[src/rtl/mtsp_sf_sched.sv]
// Round-robin issue of per-requester special-function operations to one shared
// fixed-latency unit; a tag pipeline routes each result back to its requester.
module mtsp_sf_sched #(
  parameter int N_REQ  = 4,
  parameter int SF_LAT = 3,
  parameter int IDW    = $clog2(N_REQ)
) (
  input  logic                CLK,
  input  logic                nRST,
  input  logic                ENABLE,
  input  logic [N_REQ-1:0]    REQ_VALID,
  input  logic [N_REQ*3-1:0]  REQ_OP,
  input  logic [N_REQ*32-1:0] REQ_DATA,
  output logic [N_REQ-1:0]    REQ_READY,
  output logic                SF_EN,
  output logic [2:0]          SF_OP,
  output logic [31:0]         SF_DIN,
  input  logic [31:0]         SF_DOUT,
  output logic                RES_VALID,
  output logic [IDW-1:0]      RES_ID,
  output logic [31:0]         RES_DATA,
  output logic [N_REQ-1:0]    OUTSTANDING,
  output logic                BUSY
);
  localparam int LAST = SF_LAT - 1;

  logic [IDW-1:0]   ptr_r;
  logic [IDW-1:0]   issue_id_r;
  logic             tag_vld_r [SF_LAT];
  logic [IDW-1:0]   tag_id_r  [SF_LAT];
  logic [N_REQ-1:0] eligible_s;
  logic [N_REQ-1:0] out_nxt_s;
  logic [IDW-1:0]   cand_s;
  logic [IDW-1:0]   grant_id_s;
  logic             grant_s;
  logic [2:0]       op_a_s   [N_REQ];
  logic [31:0]      data_a_s [N_REQ];

  // Unpack the flat operand buses into arrays indexed by requester ID.
  always_comb begin
    for (int i = 0; i < N_REQ; i++) begin
      op_a_s[i]   = REQ_OP[3*i +: 3];
      data_a_s[i] = REQ_DATA[32*i +: 32];
    end
  end

  // Round-robin search from ptr_r; the first eligible index gets the grant.
  always_comb begin
    eligible_s = REQ_VALID & ~OUTSTANDING & {N_REQ{ENABLE}};
    grant_s    = 1'b0;
    grant_id_s = '0;
    cand_s     = '0;
    for (int k = 0; k < N_REQ; k++) begin
      cand_s = ptr_r + IDW'(k);
      if (!grant_s && eligible_s[cand_s]) begin
        grant_s    = 1'b1;
        grant_id_s = cand_s;
      end else begin
        grant_id_s = grant_id_s;
      end
    end
    REQ_READY = '0;
    if (grant_s) begin
      REQ_READY[grant_id_s] = 1'b1;
    end else begin
      REQ_READY = '0;
    end
  end

  // Next in-flight set: clear the retiring ID, set the newly granted one.
  // A requester holds at most one operation, so both never hit the same bit.
  always_comb begin
    out_nxt_s = OUTSTANDING;
    if (tag_vld_r[LAST]) begin
      out_nxt_s[tag_id_r[LAST]] = 1'b0;
    end else begin
      out_nxt_s = out_nxt_s;
    end
    if (grant_s) begin
      out_nxt_s[grant_id_s] = 1'b1;
    end else begin
      out_nxt_s = out_nxt_s;
    end
  end

  // Issue stage: sample the granted operands and advance the pointer.
  always_ff @(posedge CLK or negedge nRST) begin
    if (!nRST) begin
      ptr_r      <= '0;
      issue_id_r <= '0;
      SF_EN      <= 1'b0;
      SF_OP      <= 3'd0;
      SF_DIN     <= 32'd0;
    end else begin
      SF_EN <= grant_s;
      if (grant_s) begin
        ptr_r      <= grant_id_s + IDW'(1'b1);
        issue_id_r <= grant_id_s;
        SF_OP      <= op_a_s[grant_id_s];
        SF_DIN     <= data_a_s[grant_id_s];
      end else begin
        ptr_r      <= ptr_r;
        issue_id_r <= issue_id_r;
        SF_OP      <= SF_OP;
        SF_DIN     <= SF_DIN;
      end
    end
  end

  // Tag pipeline, loaded alongside SF_EN so its last stage lines up with SF_DOUT.
  always_ff @(posedge CLK or negedge nRST) begin
    if (!nRST) begin
      for (int j = 0; j < SF_LAT; j++) begin
        tag_vld_r[j] <= 1'b0;
        tag_id_r[j]  <= '0;
      end
    end else begin
      tag_vld_r[0] <= SF_EN;
      tag_id_r[0]  <= issue_id_r;
      for (int j = 1; j < SF_LAT; j++) begin
        tag_vld_r[j] <= tag_vld_r[j-1];
        tag_id_r[j]  <= tag_id_r[j-1];
      end
    end
  end

  // Result capture and in-flight bookkeeping.
  always_ff @(posedge CLK or negedge nRST) begin
    if (!nRST) begin
      RES_VALID   <= 1'b0;
      RES_ID      <= '0;
      RES_DATA    <= 32'd0;
      OUTSTANDING <= '0;
      BUSY        <= 1'b0;
    end else begin
      RES_VALID <= tag_vld_r[LAST];
      if (tag_vld_r[LAST]) begin
        RES_ID   <= tag_id_r[LAST];
        RES_DATA <= SF_DOUT;
      end else begin
        RES_ID   <= RES_ID;
        RES_DATA <= RES_DATA;
      end
      OUTSTANDING <= out_nxt_s;
      BUSY        <= |out_nxt_s;
    end
  end
endmodule
[config.mk]
export PLATFORM = sky130hd
export DESIGN_NAME = mtsp_sf_sched
export DESIGN_NICKNAME = d
export VERILOG_FILES = /design/src/rtl/mtsp_sf_sched.sv
export SDC_FILE = /design/constraint.sdc
export NUM_CORES = 1
export LEC_CHECK = 0
export ABC_AREA = 1
export BUFFER_PORTS_ARGS = -buffer_cell sky130_fd_sc_hd__buf_2
export CAP_MARGIN = 20
export CELL_PAD_IN_SITES_DETAIL_PLACEMENT = 1
export CELL_PAD_IN_SITES_GLOBAL_PLACEMENT = 2
export CORE_MARGIN = 2
export CORE_UTILIZATION = 24
export DETAILED_ROUTE_END_ITERATION = 8
export PLACE_DENSITY_LB_ADDON = 0.1
export SETUP_SLACK_MARGIN = 0.15
export SYNTH_ARGS = -nofsm -noshare
export SYNTH_HDL_FRONTEND = slang
export SYNTH_SLANG_ARGS = --single-unit
export TNS_END_PERCENT = 30
[constraint.sdc]
create_clock -name CLK -period 2.4 [get_ports CLK]
set_input_delay 0.48 -clock CLK [delete_from_list [all_inputs] [get_ports CLK]]
set_output_delay 0.48 -clock CLK [all_outputs]
set_load 0.01 [all_outputs]
== Word-level counts from Yosys, hierarchy flattened ==
Index checks and enable logic that the tools add are counted.

* $add $sub $neg: 4
* Order comparisons: 9
* Multiplexer cells: 29
* Bitwise operators: 7
* Reduce and logical (&&, ||, !) cells: 9

{| class="wikitable"
|+ Operator list
! cell !! count
|-
| $bmux 32 s2 || 1
|-
| $mux 32 || 2
|-
| $lt 2x3->1 const B || 6
|-
| $and 4x4->4 || 3
|-
| $mux 4 || 3
|-
| $mux 1 || 10
|-
| $bmux 1 s2 || 4
|-
| $mux 2 || 4
|-
| $not 4->4 || 2
|-
| $bmux 3 s2 || 1
|-
| $mux 3 || 2
|-
| $logic_and 1x1->1 || 5
|-
| $add 2x1->2 const B || 2
|-
| $add 2x2->2 const B || 2
|-
| $demux 1 s2 || 2
|-
| $ge 2x1->1 const B || 2
|-
| $or 4x4->4 || 1
|-
| $reduce_or 4->1 || 1
|-
| $ge 3x3->1 const B || 1
|-
| $logic_not 1->1 || 3
|-
| $not 2->3 || 1
|}

* Register bits after elaboration: 89
* Word-level logic and storage cells: 74

== Longest topological paths before layout ==
* Depth after elaboration: 22
* Depth in mapped cells: 17
* Depth with buffers taken out: 14

== Worst setup path before layout ==
OpenSTA, ideal clock, no wires.

* Kind: input -> output
* Start: in ENABLE
* End: out REQ_READY[3]
* Arrival: 1,847 ps
* Data required time: 1,920 ps
* Setup slack: 73 ps
* Stages: 12
* Buffers on the path: 3
* Cell sequence: buf_4 nand2_1 nor2_1 nand2_1 nand3_1 nand2_2 nand3_1 nor2_1 nor2_4 buf_2 buf_2 nor2_1

* Longest elaborated chain between the ends: 18
* Elaborated cells between the ends (all ways): 29

{| class="wikitable"
|+ RTL lines
! element !! RTL line !! source
|-
| start, declared || 10 || <nowiki>input logic ENABLE,</nowiki>
|-
| $and 4x4->4 (*) || 49 || <nowiki>eligible_s = REQ_VALID & ~OUTSTANDING & {N_REQ{ENABLE}};</nowiki>
|-
| $bmux 1 s2 || 55 || <nowiki>if (!grant_s && eligible_s[cand_s]) begin</nowiki>
|-
| $mux 1 (not written as such) || 55 ||
|-
| $mux 1 || 55 ||
|-
| $logic_not 1->1 || 55 ||
|-
| $logic_and 1x1->1 || 55 ||
|-
| $mux 1 || 55 ||
|-
| $logic_not 1->1 || 55 ||
|-
| [... 2 more ...] || - ||
|-
| $logic_not 1->1 || 55 ||
|-
| $logic_and 1x1->1 || 55 ||
|-
| $mux 2 || 55 ||
|-
| $lt 2x3->1 (not written as such) / $ge 2x1->1 (equally long branches) || 64 || <nowiki>REQ_READY[grant_id_s] = 1'b1;</nowiki>
|-
| $logic_and 1x1->1 (not written as such) || 64 ||
|-
| $mux 1 (not written as such) || 64 ||
|-
| $demux 1 s2 || 64 ||
|-
| $mux 4 (*) || 63 || <nowiki>if (grant_s) begin</nowiki>
|-
| end, declared || 14 || <nowiki>output logic [N_REQ-1:0] REQ_READY,</nowiki>
|}

Mark *: on every way between the ends. The rest lies on a longest branch, timed or not. The select of a mux whose other input is x is not followed.

== Final worst setup path ==
* Start: reg OUTSTANDING[1]
* End: out REQ_READY[2]

* Longest elaborated chain between the ends: 20
* Elaborated cells between the ends (all ways): 31

{| class="wikitable"
|+ RTL lines
! element !! RTL line !! source
|-
| start, declared || 22 || <nowiki>output logic [N_REQ-1:0] OUTSTANDING,</nowiki>
|-
| start signal, assigned || 144 || <nowiki>OUTSTANDING <= out_nxt_s;</nowiki>
|-
| $not 4->4 (*) || 49 ||
|-
| $and 4x4->4 (*) (2 in a row) || 49 ||
|-
| $bmux 1 s2 || 55 ||
|-
| $mux 1 (not written as such) || 55 ||
|-
| $mux 1 || 55 ||
|-
| $logic_not 1->1 || 55 ||
|-
| $logic_and 1x1->1 || 55 ||
|-
| $mux 1 || 55 ||
|-
| [... 3 more ...] || - ||
|-
| $logic_not 1->1 || 55 ||
|-
| $logic_and 1x1->1 || 55 ||
|-
| $mux 2 || 55 ||
|-
| $lt 2x3->1 (not written as such) / $ge 2x1->1 (equally long branches) || 64 ||
|-
| $logic_and 1x1->1 (not written as such) || 64 ||
|-
| $mux 1 (not written as such) || 64 ||
|-
| $demux 1 s2 || 64 ||
|-
| $mux 4 (*) || 63 ||
|}

Marked as above.

==> impl_results.md <==
* Status: complete, but fails checks
* Failing checks: negative setup slack
* Filler cell count at 2,737
* Yosys warns at 0
* Detail Route Antenna Nets at 0
* TritonCTS clock tree: done
* Synth Area in Compound Gates at 0.0142
* Period minus WS final at 2.47 ns
* GR Util met3 at 0.0491
* Synthesized flop and latch total at 89
* Core area at ~21,000 µm²
* Worst Path Max Fanout at 6
* Fin crit share at 1.03
* Htree depth at 3
* Final hold slack at 0.0784 ns
* Met1 usage in global routing at 0.223
* Clock transition at the registers of the reported paths at approximately 0.06 ns
* Startpoint Class: flop
* IO Pins at around 260
* Fin. Hold Viols at 0
* Simple-Gate Fraction of Synth Area at 0.354
* Final WL at between 20 and 25 mm
* Maximum vdd drop at 368 µV
* Hpwl dp at around 15 mm
* GR Util All Layers at 0.171
* Number of buffers and inverters on the critical path at 4
* Worst R2R Start: OUTSTANDING[1]$_DFF_PN0_
* Delay-heaviest family, CP: simple AND/OR/NAND/NOR gates
* Post-synthesis mux area share at 0.0693
* Count of different cell masters after synthesis at 24
* CTS Buffer Depth at 2
* First-pass GRT wire length at 30.3 mm
* P_leak at between 4 and 5 nW
* CP arrival at 1.99 ns
* TritonCTS buffer count at 9
* Routed length per instance at 17.1 µm
* Reg2reg setup slack at approximately 0.26 ns
* Max Clock Freq at around 400 MHz
* Die width at approximately 150 µm
* Worst Hold Class: in2async
* Post-route cell area at approximately 7700 µm²
* Mean Syn Cell Area at around 7.1 µm²
* Fin nets at around 1,200
* Delay of the slowest cell on the worst path at roughly 0.44 ns
* Fin Setup TNS at -0.185 ns
* Effective utilization at floorplan at 0.246
* Pre-antenna DRT Iters at 4
* Clock sink total at between 80 and 90
* DP Area at roughly 6900 µm²
* Final setup fails at 4
* Overall die height at roughly 150 µm
* Power Density at 806 nW/µm²
* DRC violations left at 0
* Sequence of cells on the critical path: inv_2 > nand3_1 > nand2_1 > nand2_1 > nand2_2 > nand2_4 > nand3_4 > nor2_4 > nor2_4 > clkinv_2 > nand2_1 > inv_1 > buf_2
* Via count at about 5,700
* Core Util, Final at 0.365
* Worst Reg-to-Reg Cells at 17
* Commonest non-fill, non-tap cell in the layout: buf_2
* Clock Skew at approximately 0.0060 ns
* Via density at ~4.4
* Critical Path End: REQ_READY[2]
* Die area at around 23,000 µm²
* Reg-to-reg endpoint: SF_DIN[25]$_DFFE_PN0P_
* Largest family of logic cells by synthesized area: simple AND/OR/NAND/NOR gates
* Crit path depth at 13
* Syn Nets at between 900 and 1,000
* Slowest-stage cell, CP: dfrtp_1
* GPL Wtd Cong at about 0.79
* CP Capture Type: output port
* Worst-skew pair later-pin latency at 0.34 ns
* Synth Area in XOR/XNOR at 0
* Syn Inst Count at approximately 730
* Area growth, synth to finish at 48.4%
* Synthesized cell area at roughly 5200 µm²
* Non-filler cells, final at between 1,000 and 1,500
* Drt first-iter violations at between 150 and 200
* Part of the Yosys area used for sequential elements at 0.429
* Initial antenna violation count at 2
* Largest net degree at the start of global routing at between 70 and 80
* PnR worst setup slack at -0.0697 ns
* Grt ovf at 0
* RSZ-0062 raised after global routing: yes
* CP dominant cell by count: nand2_1
* Post-Synth Adder-Cell Area at 0
* Number of global-route vias before repair at between 5,000 and 6,000
* Row cnt at 53
* Slew margin rel. at 0.707
* Worst slew pin tran at roughly 0.44 ns
* CP startpoint: OUTSTANDING[1]$_DFF_PN0_
* DP Cell Count at 1,242
* Met2 Use GR at 0.279
* CTS Root Cell: clkbuf_16
* Layout cell share with drive strength beyond 1 at 0.399
* GRT Max-Usage Layer: met2
* Max-slew violations at 0
* PortBufs at between 200 and 300
* Most frequent cells in the layout: 256 x buf_2, 242 x nand2_1, 151 x nand3_1
* Total of max-cap violations at 0
* WS Path Type: reg2out
* WP data required at 1.92 ns
==> synthesized netlist by cell type <==
library cell	instances	area, µm²
nand2_1	255	957
nand3_1	156	781
inv_1	102	383
dfrtp_1	89	2230
mux2_2	32	360
buf_2	21	105
inv_2	16	60.1
buf_4	9	67.6
nor2_1	8	30.0
clkbuf_1	7	26.3
o21ai_0	6	30.0
buf_1	5	18.8
nand4_1	5	31.3
nand2_2	3	18.8
o21ai_1	3	15.0
buf_6	2	22.5
clkinv_1	2	7.51
a21oi_1	1	5.00
a21oi_2	1	8.76
clkinv_2	1	5.00
nand3_2	1	10.0
nor2_4	1	11.3
o211ai_1	1	7.51
o21a_1	1	7.51
==> state kept, by name, summed over array words and instances (netlist names) <==
signal and count:
RES_DATA 32, BUSY 1, SF_OP 3, SF_DIN 32, RES_VALID 1, RES_ID 2, SF_EN 1, ptr_r 2
tag_vld_r 3, issue_id_r 2, tag_id_r 6, OUTSTANDING 4
==> what timing repair did <==
action / in CTS / in global routing
buffers inserted: 11 / 2
pin swaps: 14 / 9
gates resized for setup: 19 / 20
hold buffers: 0 / 0
cloned: 0 / 12
setup endpoints to repair: 4 / 39
==> through the flow <==
stage               total power, mW  setup slack (ns)
floorplan                      3.62             0.159
global placement               4.71           -0.0161
detailed placement             4.76           0.00294
CTS                            6.34           -0.0918
global route                   6.72            -0.232
finish                         6.22           -0.0697
==> worst min path at each step <==
stage | startpoint | slack, ns | endpoint | depth (start not counted)
after floorplan | nRST | 0.18 | BUSY$_DFF_PN0_ | 0
after global placement | tag_id_r[3]$_DFF_PN0_ | 0.33 | tag_id_r[1]$_DFF_PN0_ | 0
after detailed placement | tag_id_r[3]$_DFF_PN0_ | 0.34 | tag_id_r[1]$_DFF_PN0_ | 0
after CTS | nRST | 0.08 | SF_DIN[11]$_DFFE_PN0P_ | 1
after global routing | nRST | 0.10 | SF_DIN[11]$_DFFE_PN0P_ | 1
final | nRST | 0.08 | SF_DIN[11]$_DFFE_PN0P_ | 1
==> routing by layer <==
metal | part of all wire | vias to the layer above
li1 | - | 2810
met1 | 0.44 | 2619
met2 | 0.47 | 207
met3 | 0.079 | 18
met4 | 0.010 | 2
met5 | 0.00050 | -
==> power by group <==
part           leakage [nW]  switching, mW  internal (mW)
registers              1.08          0.310           2.10
clock network         0.153          0.610          0.917
logic                  3.26           1.24           1.05
total                  4.50           2.16           4.06
==> kinds of logic after synthesis <==
group,count (synthesis)
AO/OA/AOI/OAI,13
buffers and inverters,165
flip-flops,89
multiplexers,32
AND/OR/NAND/NOR,429
==> final cells by class <==
cell class	instances	area [µm²]	share of cell area
diodes	3	7.51	0.000973
well taps	275	344	0.0446
flip-flops and latches	89	2230	0.289
clock buffers	10	229	0.0297
clock inverters	6	90.1	0.0117
inverters	121	458	0.0594
repair buffers	308	1990	0.257
multi-input cells	474	2370	0.307
No activity file was read; power rests on OpenSTA's default activity.
